File: config.mk
export PLATFORM = sky130hd
export DESIGN_NAME = cbb_rr_stream_arb
export DESIGN_NICKNAME = d
export VERILOG_FILES = /design/src/rtl/cbb_arb_pkg.sv /design/src/rtl/cbb_rr_pick.sv /design/src/rtl/cbb_rr_stream_arb.sv
export SDC_FILE = /design/constraint.sdc
export NUM_CORES = 1
export LEC_CHECK = 0
export ABC_AREA = 1
export ABC_CLOCK_PERIOD_IN_PS = 3400
export CAP_MARGIN = 15
export CELL_PAD_IN_SITES_DETAIL_PLACEMENT = 1
export CELL_PAD_IN_SITES_GLOBAL_PLACEMENT = 1
export CORE_ASPECT_RATIO = 0.9
export CORE_MARGIN = 2
export CORE_UTILIZATION = 24
export CTS_CLUSTER_DIAMETER = 100
export DETAILED_ROUTE_END_ITERATION = 6
export HOLD_SLACK_MARGIN = 0.05
export PLACE_DENSITY = 0.89
export SKIP_LAST_GASP = 1
export SLEW_MARGIN = 20
export SYNTH_ARGS = -nofsm -noshare
export SYNTH_HDL_FRONTEND = slang
export SYNTH_HIERARCHICAL = 1
export SYNTH_SLANG_ARGS = --single-unit
File: constraint.sdc
create_clock -name i_clk -period 3.4 [get_ports i_clk]
set_input_delay 0.68 -clock i_clk [delete_from_list [all_inputs] [get_ports i_clk]]
set_output_delay 0.68 -clock i_clk [all_outputs]
set_load 0.1 [all_outputs]
File: src/rtl/cbb_arb_pkg.sv
// Shared types for the round-robin stream arbiter: lock FSM states and a
// reference round-robin search helper (first requester at or after a pointer).
package cbb_arb_pkg;

  typedef enum logic {
    IDLE = 1'b0,
    LOCK = 1'b1
  } arb_state_e;

  localparam int ARB_MAX_SLV = 16;

  // Returns {found, index}: index of the first set bit of req at or after ptr,
  // wrapping modulo num. Widths sized for the largest supported requester count.
  function automatic logic [4:0] rr_first_idx(
    input logic [15:0] req,
    input logic [3:0]  ptr,
    input int          num
  );
    logic       found;
    logic [3:0] idx;
    logic [3:0] cand;
    found = 1'b0;
    idx   = '0;
    for (int i = 0; i < ARB_MAX_SLV; i++) begin
      cand = 4'((int'(ptr) + i) % num);
      if (!found && (i < num) && req[cand]) begin
        found = 1'b1;
        idx   = cand;
      end
    end
    return {found, idx};
  endfunction

endpackage

File: src/rtl/cbb_rr_pick.sv
// Combinational round-robin pick: rotate requests so ptr sits at bit 0,
// take the lowest set bit, then rotate the offset back to an absolute index.
module cbb_rr_pick
  import cbb_arb_pkg::*;
#(
  parameter int P_NUM_SLV     = 4,
  parameter int P_GRANT_WIDTH = $clog2(P_NUM_SLV)
) (
  input  logic [P_NUM_SLV-1:0]     req,
  input  logic [P_GRANT_WIDTH-1:0] ptr,
  output logic                     found,
  output logic [P_GRANT_WIDTH-1:0] idx
);

  logic [2*P_NUM_SLV-2:0]   req_dbl;
  logic [P_NUM_SLV-1:0]     req_rot;
  logic [P_GRANT_WIDTH-1:0] off;
  logic [P_GRANT_WIDTH:0]   sum;

  assign req_dbl = {req[P_NUM_SLV-2:0], req};

  // req_rot[i] = req[(ptr + i) mod P_NUM_SLV]
  always_comb begin
    req_rot = req;
    for (int r = 1; r < P_NUM_SLV; r++) begin
      if (ptr == P_GRANT_WIDTH'(r)) begin
        req_rot = req_dbl[r +: P_NUM_SLV];
      end
    end
  end

  always_comb begin
    off = '0;
    for (int i = P_NUM_SLV - 1; i >= 0; i--) begin
      if (req_rot[i]) begin
        off = P_GRANT_WIDTH'(i);
      end
    end
  end

  assign found = |req;
  assign sum   = {1'b0, ptr} + {1'b0, off};
  assign idx   = (sum >= (P_GRANT_WIDTH+1)'(P_NUM_SLV))
               ? P_GRANT_WIDTH'(sum - (P_GRANT_WIDTH+1)'(P_NUM_SLV))
               : sum[P_GRANT_WIDTH-1:0];

endmodule

File: src/rtl/cbb_rr_stream_arb.sv
// Round-robin N:1 stream arbiter with a full output register (1-cycle latency, stalls hold the
// register, drain+load in one cycle); CBB_RR_ARB_PKT_LOCK_EN keeps a grant until the last beat.
module cbb_rr_stream_arb
  import cbb_arb_pkg::*;
#(
  parameter int P_DATA_WIDTH  = 64,
  parameter int P_NUM_SLV     = 4,
  parameter int P_GRANT_WIDTH = $clog2(P_NUM_SLV)
) (
  input  logic                              i_clk,
  input  logic                              i_rstn,
  input  logic [P_NUM_SLV-1:0]              slv_i_valid,
  input  logic [P_NUM_SLV*P_DATA_WIDTH-1:0] slv_i_data,
  input  logic [P_NUM_SLV-1:0]              slv_i_last,
  output logic [P_NUM_SLV-1:0]              slv_o_ready,
  output logic                              mst_o_valid,
  output logic [P_DATA_WIDTH-1:0]           mst_o_data,
  output logic                              mst_o_last,
  output logic [P_GRANT_WIDTH-1:0]          mst_o_grant,
  input  logic                              mst_i_ready
);

  logic                     can_load;
  logic                     accept;
  logic                     pick_found;
  logic [P_GRANT_WIDTH-1:0] pick_idx;
  logic [P_GRANT_WIDTH-1:0] rr_ptr;
  logic [P_GRANT_WIDTH-1:0] sel;
  logic [P_GRANT_WIDTH-1:0] sel_nxt;
  logic                     sel_vld;
  logic                     sel_last;
  logic [P_DATA_WIDTH-1:0]  sel_data;

  cbb_rr_pick #(
    .P_NUM_SLV     (P_NUM_SLV),
    .P_GRANT_WIDTH (P_GRANT_WIDTH)
  ) u_pick (
    .req   (slv_i_valid),
    .ptr   (rr_ptr),
    .found (pick_found),
    .idx   (pick_idx)
  );

  assign can_load = ~mst_o_valid | mst_i_ready;

`ifdef CBB_RR_ARB_PKT_LOCK_EN
  arb_state_e               state;
  logic [P_GRANT_WIDTH-1:0] lock_idx;
  logic                     lock_vld;

  always_comb begin
    lock_vld = 1'b0;
    for (int k = 0; k < P_NUM_SLV; k++) begin
      if (lock_idx == P_GRANT_WIDTH'(k)) begin
        lock_vld = slv_i_valid[k];
      end
    end
  end

  // A locked requester that drops valid stalls the arbiter rather than yielding.
  assign sel     = (state == LOCK) ? lock_idx : pick_idx;
  assign sel_vld = (state == LOCK) ? lock_vld : pick_found;

  always_ff @(posedge i_clk or negedge i_rstn) begin
    if (!i_rstn) begin
      state    <= IDLE;
      lock_idx <= '0;
    end else if (accept) begin
      case (state)
        IDLE: begin
          if (!sel_last) begin
            state    <= LOCK;
            lock_idx <= sel;
          end
        end
        LOCK: begin
          if (sel_last) begin
            state <= IDLE;
          end
        end
        default: state <= IDLE;
      endcase
    end
  end
`else
  assign sel     = pick_idx;
  assign sel_vld = pick_found;
`endif

  always_comb begin
    sel_data = '0;
    sel_last = 1'b0;
    for (int k = 0; k < P_NUM_SLV; k++) begin
      if (sel == P_GRANT_WIDTH'(k)) begin
        sel_data = slv_i_data[k*P_DATA_WIDTH +: P_DATA_WIDTH];
        sel_last = slv_i_last[k];
      end
    end
  end

  assign accept = can_load & sel_vld;

  always_comb begin
    slv_o_ready = '0;
    for (int k = 0; k < P_NUM_SLV; k++) begin
      slv_o_ready[k] = accept & (sel == P_GRANT_WIDTH'(k));
    end
  end

  assign sel_nxt = (sel == P_GRANT_WIDTH'(P_NUM_SLV - 1)) ? '0 : sel + 1'b1;

  always_ff @(posedge i_clk or negedge i_rstn) begin
    if (!i_rstn) begin
      rr_ptr <= '0;
`ifdef CBB_RR_ARB_PKT_LOCK_EN
    end else if (accept && sel_last) begin
`else
    end else if (accept) begin
`endif
      rr_ptr <= sel_nxt;
    end
  end

  always_ff @(posedge i_clk or negedge i_rstn) begin
    if (!i_rstn) begin
      mst_o_valid <= 1'b0;
      mst_o_last  <= 1'b0;
      mst_o_grant <= '0;
    end else if (can_load) begin
      mst_o_valid <= sel_vld;
      if (sel_vld) begin
        mst_o_last  <= sel_last;
        mst_o_grant <= sel;
      end
    end
  end

  // Payload is qualified by mst_o_valid, so it carries no reset.
  always_ff @(posedge i_clk) begin
    if (accept) begin
      mst_o_data <= sel_data;
    end
  end

endmodule

==> impl_metrics.prom <==
# TYPE chip_impl_metric gauge
chip_impl_info{name="synth_area_leader_cell",value="sky130_fd_sc_hd__edfxtp_1"} 1
chip_impl_metric{name="finalClockSkew",unit="ns"} 0.00807
chip_impl_metric{name="post_synth_inst_count",unit=""} 636
chip_impl_info{name="yosys-top-cells-area",value="sky130_fd_sc_hd__edfxtp_1 (40%), sky130_fd_sc_hd__nand2_1 (14%), sky130_fd_sc_hd__a21oi_1 (8.7%)"} 1
chip_impl_metric{name="synth_area_per_cell",unit="um2"} 7.60
chip_impl_metric{name="rows",unit=""} 49
chip_impl_metric{name="place.port_buffers",unit=""} 338
chip_impl_metric{name="hold_viol_final",unit=""} 0
chip_impl_info{name="dominantRegCellSynth",value="sky130_fd_sc_hd__edfxtp_1"} 1
chip_impl_metric{name="core_region_area",unit="mm2"} 0.0199
chip_impl_metric{name="postSynthNetCount",unit=""} 908
chip_impl_metric{name="h_tree_level_count",unit=""} 3
chip_impl_metric{name="max-slew-margin-rel",unit="%"} 31.5
chip_impl_metric{name="grt_antenna_before_repair",unit=""} 0
chip_impl_metric{name="insertion_delay",unit="ns"} 0.34
chip_impl_metric{name="die_area",unit="mm2"} 0.0213
chip_impl_metric{name="grt_remaining_overflow",unit=""} 0
chip_impl_info{name="r2r-start",value="rr_ptr[1]$_DFFE_PN0P_"} 1
chip_impl_metric{name="number_of_global_route_vias_before_repair",unit=""} 6331
chip_impl_metric{name="routed_via_density",unit=""} 4.89
chip_impl_metric{name="actual_transition_at_the_worst_max_transition_pin",unit="ns"} 1.02
chip_impl_info{name="run_status",value="finished clean"} 1
chip_impl_metric{name="post_synth_instance_area",unit="mm2"} 0.00484
chip_impl_metric{name="largest_net_degree_at_the_start_of_global_routing",unit=""} 43
chip_impl_metric{name="netlist.area_leader.share",unit="%"} 39.7
chip_impl_metric{name="grt.total_usage",unit="%"} 21.4
chip_impl_metric{name="place_hpwl",unit="mm"} 18.0
chip_impl_metric{name="path_clk_slew",unit="ns"} 0.06
chip_impl_metric{name="ioPinCount",unit=""} 339
chip_impl_info{name="worst_hold_path_type",value="flop to flop"} 1
chip_impl_metric{name="tritoncts.num_buffers",unit=""} 9
chip_impl_metric{name="fin_crit",unit="ns"} 3.33
chip_impl_metric{name="detail-route-antenna-nets",unit=""} 0
chip_impl_metric{name="drt-wirelength-per-cell",unit="um"} 19.4
chip_impl_metric{name="ys_warn_count",unit=""} 6
chip_impl_metric{name="gp_congestion",unit=""} 0.844
chip_impl_metric{name="initial_utilization",unit="%"} 24.3
chip_impl_info{name="cts_root_buf",value="sky130_fd_sc_hd__clkbuf_16"} 1
chip_impl_metric{name="n_antenna_cell",unit=""} 0
chip_impl_metric{name="synth_sequential_area_ratio",unit="%"} 42.8
chip_impl_metric{name="worst-endpoint-required",unit="ns"} 2.72
chip_impl_metric{name="vias",unit=""} 6089
chip_impl_metric{name="tns",unit="ns"} 0
chip_impl_info{name="criticalPathCategory",value="flop to primary output"} 1
chip_impl_metric{name="finalSetupViolations",unit=""} 0
chip_impl_metric{name="fmaxAchievable",unit="MHz"} 301
chip_impl_metric{name="number_of_register_bits_inferred_by_synthesis",unit=""} 70
chip_impl_metric{name="num-nets-final",unit=""} 1257
chip_impl_metric{name="drtIter0Drc",unit=""} 258
chip_impl_metric{name="drive_above_1_share",unit="%"} 16.1
chip_impl_info{name="cp-end-kind",value="primary output"} 1
chip_impl_metric{name="global_route_wire_length_before_repair",unit="mm"} 35.5
chip_impl_info{name="hold_start",value="mst_o_grant[0]$_DFFE_PN0P_"} 1
chip_impl_metric{name="clock_path_buffers",unit=""} 2
chip_impl_metric{name="die_w",unit="um"} 154
chip_impl_metric{name="remaining_drc_errors",unit=""} 0
chip_impl_info{name="cts_tree",value="yes"} 1
chip_impl_metric{name="cts-hold-fix-buffers",unit=""} 0
chip_impl_metric{name="layout-area-overhead-vs-synth",unit="%"} 87.6
chip_impl_metric{name="final_min_period_over_clock_period",unit="%"} 97.8
chip_impl_metric{name="numClockSinks",unit=""} 70
chip_impl_info{name="critPathLaunchType",value="flop"} 1
chip_impl_metric{name="totalWireLength",unit="mm"} 24.2
chip_impl_metric{name="detailedRoute.firstPassIterationCount",unit=""} 4
chip_impl_metric{name="synth_edf_count",unit=""} 64
chip_impl_info{name="worst_setup_path_startpoint",value="rr_ptr[1]$_DFFE_PN0P_"} 1
chip_impl_metric{name="worstPathArrival",unit="ns"} 2.65
chip_impl_metric{name="timing_max_transition_violations_final",unit=""} 0
chip_impl_metric{name="chipHeight",unit="um"} 139
chip_impl_metric{name="crit_fanout",unit=""} 6
chip_impl_metric{name="maxCapViolCount",unit=""} 0
chip_impl_metric{name="synthArstFlopShare",unit="%"} 8.57
chip_impl_metric{name="yosysUniqueCellTypes",unit=""} 25
-- synthesized netlist by cell type, drive strengths merged, types with 5 or more instances --
cell type	n
a21o	47
buf	44
ha	5
dfrtp	6
o21ai	50
nand3	74
inv	37
nand2	188
a21oi	85
nor2	25
clkbuf	8
edfxtp	64
-- worst max-delay path, cell delays in order (launching register included) --
cell and delay [ns]:
sky130_fd_sc_hd__dfrtp_2 0.47, sky130_fd_sc_hd__buf_4 0.18, sky130_fd_sc_hd__nand3_4 0.07, sky130_fd_sc_hd__nand2_2 0.06, sky130_fd_sc_hd__inv_2 0.04, sky130_fd_sc_hd__nand2_2 0.08
sky130_fd_sc_hd__nand3_2 0.07, sky130_fd_sc_hd__a21oi_2 0.14, sky130_fd_sc_hd__ha_2 0.21, sky130_fd_sc_hd__xor2_2 0.15, sky130_fd_sc_hd__inv_1 0.07, sky130_fd_sc_hd__nand3_2 0.09
sky130_fd_sc_hd__nand2_4 0.09, sky130_fd_sc_hd__inv_4 0.09, sky130_fd_sc_hd__ha_4 0.14, sky130_fd_sc_hd__inv_4 0.04, sky130_fd_sc_hd__nor2_4 0.11, sky130_fd_sc_hd__buf_12 0.19
-- area by class of cell --
type / instances / area, um2
Tap cell: 255 / 319
Clock buffer: 12 / 236
Timing Repair Buffer: 390 / 3790
Inverter: 37 / 161
Fill cell: 2359 / 10800
Sequential cell: 70 / 2070
Clock inverter: 4 / 47.5
Multi-Input combinational cell: 477 / 2440
-- state kept, by name, summed over array words and instances (netlist names) --
signal / cells
mst_o_data: 64
mst_o_grant: 2
mst_o_last: 1
mst_o_valid: 1
rr_ptr: 2
-- per-stage QoR --
stage	util, %	setup WS (ns)	cell area, um2	hold WS (ns)	cells
after CTS	45.3	0.0000280	8990	0.492	1238
after global placement	43.2	-0.189	8590	0.473	1217
after detailed placement	43.2	-0.291	8590	0.477	1217
after floorplan	-	-0.0219	4890	0.384	636
final	45.7	0.0737	9070	0.507	1245
after global routing	45.7	-0.0539	9070	0.541	1245
-- per-layer routing --
layer | GRT usage [%] | vias to the layer above | share of wire, %
met5 | 0 | - | 0
met4 | 7.48 | 0 | 2.5
met3 | 4.59 | 39 | 6.4
met2 | 39.3 | 265 | 52
met1 | 24.5 | 2935 | 39
li1 | - | 2850 | -
-- cells in the final DEF (no fill, tap or decap), drive strengths merged --
cell           count
dfrtp              6
clkdlybuf4s15      1
nand3             74
a21oi             85
a21o              47
o21ai             50
buf               99
ha                 5
nand4              1
clkinv             4
nor3               1
nand2            188
nor2              25
bufinv             1
clkbuf            16
clkdlybuf4s50    286
edfxtp            64
xor2               1
inv               36
-- repair_timing --
| action | CTS | global route |
|---|---|---|
| setup endpoints to repair | 4 | 4 |
| resized for setup | 25 | 16 |
| pin swaps | 10 | 9 |
| setup buffers | 5 | 7 |
-- logic make-up after synthesis --
family                     share of synthesized area, %
AOI/OAI and AO/OA                                  21.3
xor gates and xnor gates                          0.181
adders and majority gates                          1.29
buffers and inverters                              9.55
DFF                                                42.8
and+or+nand+nor                                    24.8
-- worst paths after layout --
kind	endpoint	slack (ns)	depth (start not counted)
worst max register to register	mst_o_data[26]$_DFFE_PP_	0.28	20
worst max-delay path	slv_o_ready[1]	0.07	17
max in group asynchronous	rr_ptr[1]$_DFFE_PN0P_	2.59	1
min in group asynchronous	mst_o_valid$_DFFE_PN0P_	0.58	1
worst min register to register	mst_o_grant[0]$_DFFE_PN0P_	0.51	2
worst min-delay path	mst_o_grant[0]$_DFFE_PN0P_	0.51	2
Power is left out: the tool's default activity adds up to more than one toggle a clock period on the data nets, which glitch-free logic cannot reach.
